**src/rtl/mul_div_unit.sv**
```systemverilog
// mul_div_unit: iterative RV32M multiply/divide unit.
//
// Multiplies with a shift-add loop and divides with a restoring loop. Each
// loop retires one bit per clock and works on operand magnitudes; the sign
// is applied once, when the last iteration completes. Divide-by-zero and
// signed-overflow divides need no iteration and finish one cycle after Start.
//
// Ports:
//   clk        rising-edge clock
//   rst        asynchronous active-low reset
//   Start      1-cycle request, accepted only in IDLE or DONE
//   MDControl  funct3: MUL, MULH, MULHSU, MULHU, DIV, DIVU, REM, REMU
//   A, B       rs1 / rs2 operands, captured when Start is accepted
//   Result     registered result, held until the next result is written
//   Busy       high while iterating
//   Done       1-cycle pulse when Result is valid
//   Zero       Result == 0, registered with Result
//   Negative   Result MSB, registered with Result
//   DivByZero  divide/remainder with B == 0, registered with Result
module mul_div_unit #(
  parameter int WIDTH = 32,
  parameter int CNT_W = 6
) (
  input  logic             clk,
  input  logic             rst,
  input  logic             Start,
  input  logic [2:0]       MDControl,
  input  logic [WIDTH-1:0] A,
  input  logic [WIDTH-1:0] B,
  output logic [WIDTH-1:0] Result,
  output logic             Busy,
  output logic             Done,
  output logic             Zero,
  output logic             Negative,
  output logic             DivByZero
);

  localparam logic [2:0] OP_MUL    = 3'b000;
  localparam logic [2:0] OP_MULH   = 3'b001;
  localparam logic [2:0] OP_MULHSU = 3'b010;
  localparam logic [2:0] OP_DIV    = 3'b100;
  localparam logic [2:0] OP_REM    = 3'b110;

  localparam logic [WIDTH-1:0] MOST_NEG = {1'b1, {(WIDTH-1){1'b0}}};
  localparam logic [CNT_W-1:0] CNT_LOAD = CNT_W'(WIDTH);
  localparam logic [CNT_W-1:0] CNT_ONE  = CNT_W'(1);

  typedef enum logic [1:0] {
    IDLE = 2'd0,
    CALC = 2'd1,
    DONE = 2'd2
  } state_t;

  state_t state, state_nxt;

  // Iteration state. acc_q holds {hi, lo}: for multiply hi is the running
  // partial product and lo the not-yet-consumed multiplier bits; for divide
  // hi is the partial remainder and lo the dividend shifting into the quotient.
  logic [2:0]         op_q;
  logic [WIDTH-1:0]   opnd_q;
  logic [2*WIDTH-1:0] acc_q;
  logic               neg_q;
  logic [CNT_W-1:0]   cnt_q;

  function automatic logic [WIDTH-1:0] cond_neg_w(input logic [WIDTH-1:0] v,
                                                  input logic neg);
    cond_neg_w = neg ? -v : v;
  endfunction

  function automatic logic [2*WIDTH-1:0] cond_neg_2w(input logic [2*WIDTH-1:0] v,
                                                     input logic neg);
    cond_neg_2w = neg ? -v : v;
  endfunction

  // Operand decode at the Start edge
  logic signed [WIDTH-1:0] a_s, b_s;
  logic                    is_div, a_signed, b_signed, a_neg, b_neg;
  logic [WIDTH-1:0]        a_mag, b_mag;
  logic                    b_zero, sgn_ovf, special, accept;
  logic [WIDTH-1:0]        spec_res;

  always_comb begin
    a_s      = A;
    b_s      = B;
    is_div   = MDControl[2];
    a_signed = (MDControl == OP_MULH) || (MDControl == OP_MULHSU) ||
               (MDControl == OP_DIV)  || (MDControl == OP_REM);
    b_signed = (MDControl == OP_MULH) || (MDControl == OP_DIV) ||
               (MDControl == OP_REM);
    a_neg    = a_signed && (a_s < 0);
    b_neg    = b_signed && (b_s < 0);
    // -MOST_NEG wraps to MOST_NEG, which read unsigned is the right magnitude.
    a_mag    = cond_neg_w(A, a_neg);
    b_mag    = cond_neg_w(B, b_neg);
    b_zero   = (B == '0);
    sgn_ovf  = ((MDControl == OP_DIV) || (MDControl == OP_REM)) &&
               (A == MOST_NEG) && (B == '1);
    special  = is_div && (b_zero || sgn_ovf);
    accept   = Start && ((state == IDLE) || (state == DONE));
    // MDControl[1] separates REM/REMU from DIV/DIVU.
    spec_res = '0;
    if (b_zero) begin
      spec_res = MDControl[1] ? A : '1;
    end else begin
      spec_res = MDControl[1] ? '0 : A;
    end
  end

  // One iteration step and the finished result
  logic [WIDTH:0]       mul_sum, div_sh, div_trial;
  logic [2*WIDTH-1:0]   acc_nxt, mul_full;
  logic [WIDTH-1:0]     mul_res, div_res, fin_res;

  always_comb begin
    mul_sum   = {1'b0, acc_q[2*WIDTH-1:WIDTH]} +
                {1'b0, (acc_q[0] ? opnd_q : {WIDTH{1'b0}})};
    div_sh    = {acc_q[2*WIDTH-1:WIDTH], acc_q[WIDTH-1]};
    div_trial = div_sh - {1'b0, opnd_q};
    if (op_q[2]) begin
      // Borrow set means the trial subtraction failed: restore by plain shift.
      if (div_trial[WIDTH]) begin
        acc_nxt = {acc_q[2*WIDTH-2:0], 1'b0};
      end else begin
        acc_nxt = {div_trial[WIDTH-1:0], acc_q[WIDTH-2:0], 1'b1};
      end
    end else begin
      acc_nxt = {mul_sum, acc_q[WIDTH-1:1]};
    end

    mul_full = cond_neg_2w(acc_nxt, neg_q);
    mul_res  = (op_q == OP_MUL) ? mul_full[WIDTH-1:0] : mul_full[2*WIDTH-1:WIDTH];
    div_res  = op_q[1] ? cond_neg_w(acc_nxt[2*WIDTH-1:WIDTH], neg_q)
                       : cond_neg_w(acc_nxt[WIDTH-1:0], neg_q);
    fin_res  = op_q[2] ? div_res : mul_res;
  end

  // FSM state register
  always_ff @(posedge clk or negedge rst) begin
    if (!rst) begin
      state <= IDLE;
    end else begin
      state <= state_nxt;
    end
  end

  always_comb begin
    state_nxt = state;
    case (state)
      IDLE, DONE: begin
        if (Start) begin
          state_nxt = special ? DONE : CALC;
        end else begin
          state_nxt = IDLE;
        end
      end
      CALC: begin
        if (cnt_q == CNT_ONE) begin
          state_nxt = DONE;
        end
      end
      default: state_nxt = IDLE;
    endcase
  end

  // Datapath and registered outputs
  always_ff @(posedge clk or negedge rst) begin
    if (!rst) begin
      op_q      <= '0;
      opnd_q    <= '0;
      acc_q     <= '0;
      neg_q     <= 1'b0;
      cnt_q     <= '0;
      Result    <= '0;
      Busy      <= 1'b0;
      Done      <= 1'b0;
      Zero      <= 1'b1;
      Negative  <= 1'b0;
      DivByZero <= 1'b0;
    end else begin
      Done <= 1'b0;
      if (accept) begin
        op_q   <= MDControl;
        opnd_q <= is_div ? b_mag : a_mag;
        acc_q  <= {{WIDTH{1'b0}}, (is_div ? a_mag : b_mag)};
        // Remainder follows the dividend; quotient and product follow both.
        neg_q  <= (is_div && MDControl[1]) ? a_neg : (a_neg ^ b_neg);
        cnt_q  <= CNT_LOAD;
        if (special) begin
          Result    <= spec_res;
          Zero      <= (spec_res == '0);
          Negative  <= spec_res[WIDTH-1];
          DivByZero <= b_zero;
          Busy      <= 1'b0;
          Done      <= 1'b1;
        end else begin
          Busy <= 1'b1;
        end
      end else if (state == CALC) begin
        acc_q <= acc_nxt;
        cnt_q <= cnt_q - CNT_ONE;
        if (cnt_q == CNT_ONE) begin
          Result    <= fin_res;
          Zero      <= (fin_res == '0);
          Negative  <= fin_res[WIDTH-1];
          DivByZero <= 1'b0;
          Busy      <= 1'b0;
          Done      <= 1'b1;
        end
      end
    end
  end

endmodule
```
**config.mk**
```make
export PLATFORM = sky130hd
export DESIGN_NAME = mul_div_unit
export DESIGN_NICKNAME = d
export VERILOG_FILES = /design/src/rtl/mul_div_unit.sv
export SDC_FILE = /design/constraint.sdc
export NUM_CORES = 1
export LEC_CHECK = 0
export CELL_PAD_IN_SITES_DETAIL_PLACEMENT = 0
export CELL_PAD_IN_SITES_GLOBAL_PLACEMENT = 2
export CORE_MARGIN = 3
export CORE_UTILIZATION = 32
export DETAILED_ROUTE_END_ITERATION = 6
export PLACE_DENSITY = 0.81
export SLEW_MARGIN = 30
export SYNTH_ARGS = -nofsm -noshare
export SYNTH_HDL_FRONTEND = slang
export SYNTH_SLANG_ARGS = --single-unit
```
**constraint.sdc**
```tcl
create_clock -name clk -period 5.3 [get_ports clk]
set_clock_uncertainty 0.2 [all_clocks]
set_input_delay 1.59 -clock clk [delete_from_list [all_inputs] [get_ports clk]]
set_output_delay 1.59 -clock clk [all_outputs]
set_load 0.01 [all_outputs]
```
After elaboration in Yosys (flattened, before gate mapping)
Index checks and enable logic that the tools add are counted.
Storage, ports and cells
  output and inout port bits: 37
  logic and storage cells: 106
  bits of input ports: 70
  register bits: 145
Operators by class
  $lt $le $gt $ge: 2
  bitwise operators: 1
  equality and inequality tests: 11
  multiplexer cells: 47
  add/sub/neg operators: 8
  reductions and logical operators: 25
Operators by type and width (number)
  32-bit two-way mux: 17
  64-bit two-way mux: 5
  32-bit negator: 4
  32-bit zero test: 3
  32-bit == test (second input constant): 2
  32-bit by 1-bit less-than comparator with 1-bit output (second input constant): 2
  64-bit negator: 1
  32-bit by 32-bit adder with 33-bit output: 1
  33-bit by 32-bit subtractor with 33-bit output: 1
  1-bit two-way mux: 19
  6-bit two-way mux: 2
  1-bit logical OR: 8
  1-bit logical AND: 7
  3-bit == test (second input constant): 2
  6-bit by 1-bit == test with 1-bit output (second input constant): 1
  2-bit two-way mux: 3
  6-bit by 1-bit subtractor with 6-bit output (second input constant): 1
  2-bit inequality test (second input constant): 2
  2-bit one-hot mux with 2 select lines: 1
  2-bit nonzero test: 2
  3-bit by 1-bit == test with 1-bit output (second input constant): 1
  3-bit by 2-bit == test with 1-bit output (second input constant): 1
  3-bit zero test: 1
  3-bit AND reduction: 1
  other kinds (6): 6

Depth between registers and ports, before layout
  depth in word-level cells: 11
  gate-level depth with buffers: 27

Worst setup path before layout
Ideal clock, no wire load.
  path kind: reg-to-reg
  start point: register acc_q[31]
  end point: register Zero
  library setup time: 0.061 ns
  data arrival time: 5.508 ns
  cell stages (with the launch flop): 25
  slack: -0.470 ns
  cells stage by stage: dfrtp_1 -> inv_1 -> ha_1 -> fa_1 -> nand2b_1 -> a21oi_2 -> o21ai_1 -> a211oi_4 -> o21ai_2 -> buf_2 -> nand3_1 -> a21boi_0 -> ha_1 -> o2111ai_1 -> nor3_2 -> nand2_1 -> o31ai_2 -> a21oi_1 -> o21ai_0 -> or3b_1 -> nand4_1 -> or3b_2 -> nor4_1 -> nand4_1 -> nand2_1
On the way
  word-level cells in the longest chain between the ends: 11
  elaborated cells between the ends (all ways): 16
  classes of those cells: add/sub (4); mux (11); reduce/logical (1)
RTL lines
  start: declaration: line 61  | logic [2*WIDTH-1:0] acc_q;
  start signal: assignment: line 184  | acc_q <= {{WIDTH{1'b0}}, (is_div ? a_mag : b_mag)};
  start signal: assignment: line 199  | acc_q <= acc_nxt;
  33-bit by 32-bit subtractor with 33-bit output: line 118  | div_trial = div_sh - {1'b0, opnd_q};
  64-bit two-way mux: line 121  | if (div_trial[WIDTH]) begin
  64-bit two-way mux *: line 119  | if (op_q[2]) begin
  64-bit negator or 32-bit negator (tied branches): line 72, 67
  64-bit two-way mux or 32-bit two-way mux (tied branches): line 72, 67
  32-bit two-way mux, on equally long branches: line 131, 132
  32-bit two-way mux *: line 134  | fin_res = op_q[2] ? div_res : mul_res;
  32-bit zero test *: line 203  | Zero <= (fin_res == '0);
  1-bit two-way mux *: line 201  | if (cnt_q == CNT_ONE) begin
  1-bit two-way mux *: line 198  | end else if (state == CALC) begin
  1-bit two-way mux *: line 181  | if (accept) begin
  end signal: assignment: line 190  | Zero <= (spec_res == '0);
  end signal: assignment: line 203
  end: declaration: line 33  | output logic Zero,
Every way passes the cells marked *; elsewhere a longest branch is shown, timed or not. The select of a mux whose other input is x is not followed.
A chain may end at the register's enable or synchronous reset.

Final worst setup path
  start point: register opnd_q[0]
  end point: register Zero
On the way
  word-level cells in the longest chain between the ends: 11
  elaborated cells between the ends (all ways): 18
  classes of those cells: add/sub (5); mux (12); reduce/logical (1)
RTL lines
  start: declaration: line 60  | logic [WIDTH-1:0] opnd_q;
  start signal: assignment: line 183  | opnd_q <= is_div ? b_mag : a_mag;
  33-bit by 32-bit subtractor with 33-bit output or 32-bit two-way mux (tied branches): line 118, 116
  64-bit two-way mux or 32-bit by 32-bit adder with 33-bit output (tied branches): line 121, 115
  64-bit two-way mux *: line 119
  64-bit negator or 32-bit negator (tied branches): line 72, 67
  64-bit two-way mux or 32-bit two-way mux (tied branches): line 72, 67
  32-bit two-way mux, on equally long branches: line 131, 132
  32-bit two-way mux *: line 134
  32-bit zero test *: line 203
  1-bit two-way mux *: line 201
  1-bit two-way mux *: line 198
  1-bit two-way mux *: line 181
Marked as above.

==> flow_summary_export.csv <==
group,metric,value,unit
worst_setup_path,biggest_fanout_along_the_worst_timing_path,5,
yosys,ys_async_sr_fraction,100.0,%
finish,final_area,25540,sq um
yosys,synth.net_count,2632,
timing,post-route-worst-setup-slack,-222.3,ps
floorplanning,design.portCount,107,
timing,max_freq,0.1811,GHz
run_status,outcome,"finished with violations",
worst_setup_path,path_buf_inv,1,
floorplanning,total_core_area,55200,sq um
detailed_routing,drt_iter0_drc,2048,
worst_setup_path,path_class,"reg2reg",
yosys,synth_most_common_cell,"nand2_1",
floorplanning,floorplan.die_area,58810,sq um
placement,dp.final_hpwl,74740,um
yosys,synth.top_cell.area_share,19.99,%
clock_tree,path_clk_slew,70,ps
placement,preCtsSetupSlack,-636.5,ps
grt,grt_pass1_vias,21260,
clock_tree,htree_num_levels,4,
yosys,synth_flop_cell,"dfrtp_1",
grt,total_grt_usage,30.55,%
finish,antenna_cells_inserted,0,
placement,post_place_cell_area,23730,sq um
worst_setup_path,data_required_critical_path,5530,ps
yosys,netlist.top_cell.by_area,"dfrtp_1",
grt,globalRouteOverflowTotal,0,
worst_setup_path,setup.worst_path.end_class,"flip-flop",
floorplanning,initial_utilization,32.42,%
timing,tightest_slew,943.3,ps
clock_tree,cts_num_sinks,144,
detailed_routing,route.detailed.wl_per_inst,24.25,um
yosys,yosys-top-cells-count,"286 x nand2_1, 242 x nor2_1, 219 x o21ai_0, 187 x a21oi_1, 143 x dfrtp_1",
detailed_routing,first_pass_iters,5,
detailed_routing,post_detailed_route_count_of_antenna_violating_nets,0,
placement,final_gp_congestion,0.9920,
run_status,failing_checks,"negative setup slack",
yosys,ys_ff_latch,144,
worst_setup_path,data_arrival_critical_path,5750,ps
floorplanning,die-height,242.5,um
grt,grt_max_degree,135,
timing,setup_total_negative_slack,-414.3,ps
run,maxCapViolations,0,
timing,finalSetupViolations,4,
clock_tree,insertion_delay,480,ps
finish,syn_to_final_growth,42.68,%
clock_tree,clk_path_buf_depth,2,
clock_tree,cts_root_buf,"clkbuf_16",
floorplanning,rows,86,
detailed_routing,route.final.wire_length,92630,um
finish,nNetsFinal,3203,
detailed_routing,detailroute.via_count,22200,
worst_setup_path,critPathTopFamily,"compound AO/OA/AOI/OAI gates",
clock_tree,post_cts_hold_buffer_count,0,
yosys,post_synth_num_cell_types,109,
worst_setup_path,worst_path_cell_trace,"ha_4 > fa_2 > nand2b_4 > a21oi_4 > o21ai_4 > a211oi_4 > buf_6 > o21ai_4 > nand3_4 > a21boi_4 > ha_4 > o2111ai_4 > nor3_4 > nand2_2 > o31ai_4 > nand2b_1 > or4_4 > o31ai_4 > mux2i_1 > nand4_1 > a2111oi_4 > nand4_1 > nand2_1",
floorplanning,die_x,242.5,um
yosys,yosysWarnings,0,
finish,drive_gt1_share,28.03,%
grt,antenna_found_initial,6,
yosys,synthCells,2489,
timing,final_period_minus_worst_setup_slack,5522,ps
clock_tree,cts_tree,"done",
yosys,yosys-top-cells-area,"dfrtp_1 20%, o21ai_0 6.1%, nand2_1 6.0%",
timing,period_share,104.2,%
detailed_routing,final_routed_drc_violation_total,0,
timing,relSlewSlack,36.58,%
timing,timing_max_transition_violations_final,0,
timing,rsz0062_at_grt,"yes",
yosys,synth_cell_area,17900,sq um
timing,worst_hold_slack,300.8,ps
worst_setup_path,slowest_stage,"or4_4",
worst_setup_path,timing.critical_path.from_type,"flip-flop",
timing,final_hold_violation_count,0,
worst_setup_path,timing.reg2reg.setup_slack,-220,ps
detailed_routing,via_per_inst,5.812,
hold_path,hold_path_class,"reg2reg",
clock_tree,cts_inserted_buffers,17,
yosys,yosysSeqAreaShare,20.14,%
worst_setup_path,critical_path.max_stage_delay,510,ps
yosys,synth_enable_flop_cells,0,
grt,grt_first_pass_wirelength,136400,um
placement,numPortBuffers,106,
yosys,avgSynthCellArea,7.191,sq um
-- layout make-up --
class                      instances  area, sq um
sequential                       144         3612
fill                            5617        29660
clock inverter                    12        148.9
tap                              748        935.9
inverter                          68        255.2
timing repair buffer             723         5793
clock buffer                      19        442.9
multi-input combinational       2106        14350
-- final timing paths --
check | start | to | cells after the start
min in group asynchronous | rst | cnt_q[4] | 1
worst min-delay path | Result[4] | Result[4] | 1
worst max register to register | opnd_q[0] | Zero | 23
worst min register to register | Result[4] | Result[4] | 1
worst max-delay path | opnd_q[0] | Zero | 23
max in group asynchronous | rst | neg_q | 2
-- state kept, by name, summed over array words and instances (netlist names) --
name	count
Zero	1
opnd_q	32
op_q	3
Busy	1
Done	1
neg_q	1
cnt_q	6
state	2
acc_q	64
DivByZero	1
Result	32
-- worst reg2reg max path: cells and delay by family, from the launching register on --
kind	cells	cell delay (ps)
compound gates	9	1900
fa+ha+maj	3	720
buf+inv	1	150
flops	1	430
mux	1	280
simple gates	9	1780
-- logic make-up after synthesis --
group           after synthesis  synth area share [%]
xor+xnor                    133                 6.508
mux                          62                 3.523
buf+inv                     239                 5.418
compound gates              844                 31.18
simple gates                968                 26.59
flops                       144                 20.14
fa+ha+maj                    99                 6.641
-- per-layer routing --
layer / up-vias / global-route usage, % / wire, um
met1: 10770 / 40.89 / 40350
met3: 165 / 5.202 / 6716
met2: 846 / 48.60 / 41410
met5: - / 0 / 23
li1: 10420 / - / -
met4: 4 / 12.85 / 4133
-- stage by stage --
step                      utilization, %  instances
final                              46.26       3820
after CTS                          44.95       3803
after global placement             42.98       3755
after global routing               46.26       3820
after detailed placement           42.98       3755
after floorplan                        -       2489
-- cell usage in the layout, fill, tap and decap left out, types with 26 or more instances in the layout --
master | netlist | routed
dfrtp_1 | 143 | 139
buf_4 | 2 | 606
nand4_1 | 40 | 40
a21o_1 | 28 | 28
ha_1 | 71 | 50
nand2_1 | 286 | 278
nand2b_1 | 29 | 26
nor4_1 | 34 | 29
and2_1 | 47 | 40
clkdlybuf4s50_1 | 0 | 104
or3_1 | 35 | 31
xor2_1 | 64 | 63
maj3_1 | 26 | 26
o21ai_0 | 219 | 205
nor3_1 | 76 | 71
xnor2_1 | 69 | 67
mux2i_1 | 54 | 54
a21oi_1 | 187 | 174
nand3_1 | 54 | 51
o31ai_1 | 30 | 26
nor2_1 | 242 | 237
a31oi_1 | 35 | 32
inv_1 | 67 | 60
o211ai_1 | 84 | 84
-- repair_timing --
action	in CTS	in global routing
pin swaps	28	62
hold endpoints to repair	0	0
resized for setup	74	114
setup endpoints to repair	17	19
setup buffers	20	20
Power is left out: the tool's default activity adds up to more than one toggle a clock period on the data nets, which glitch-free logic cannot reach.
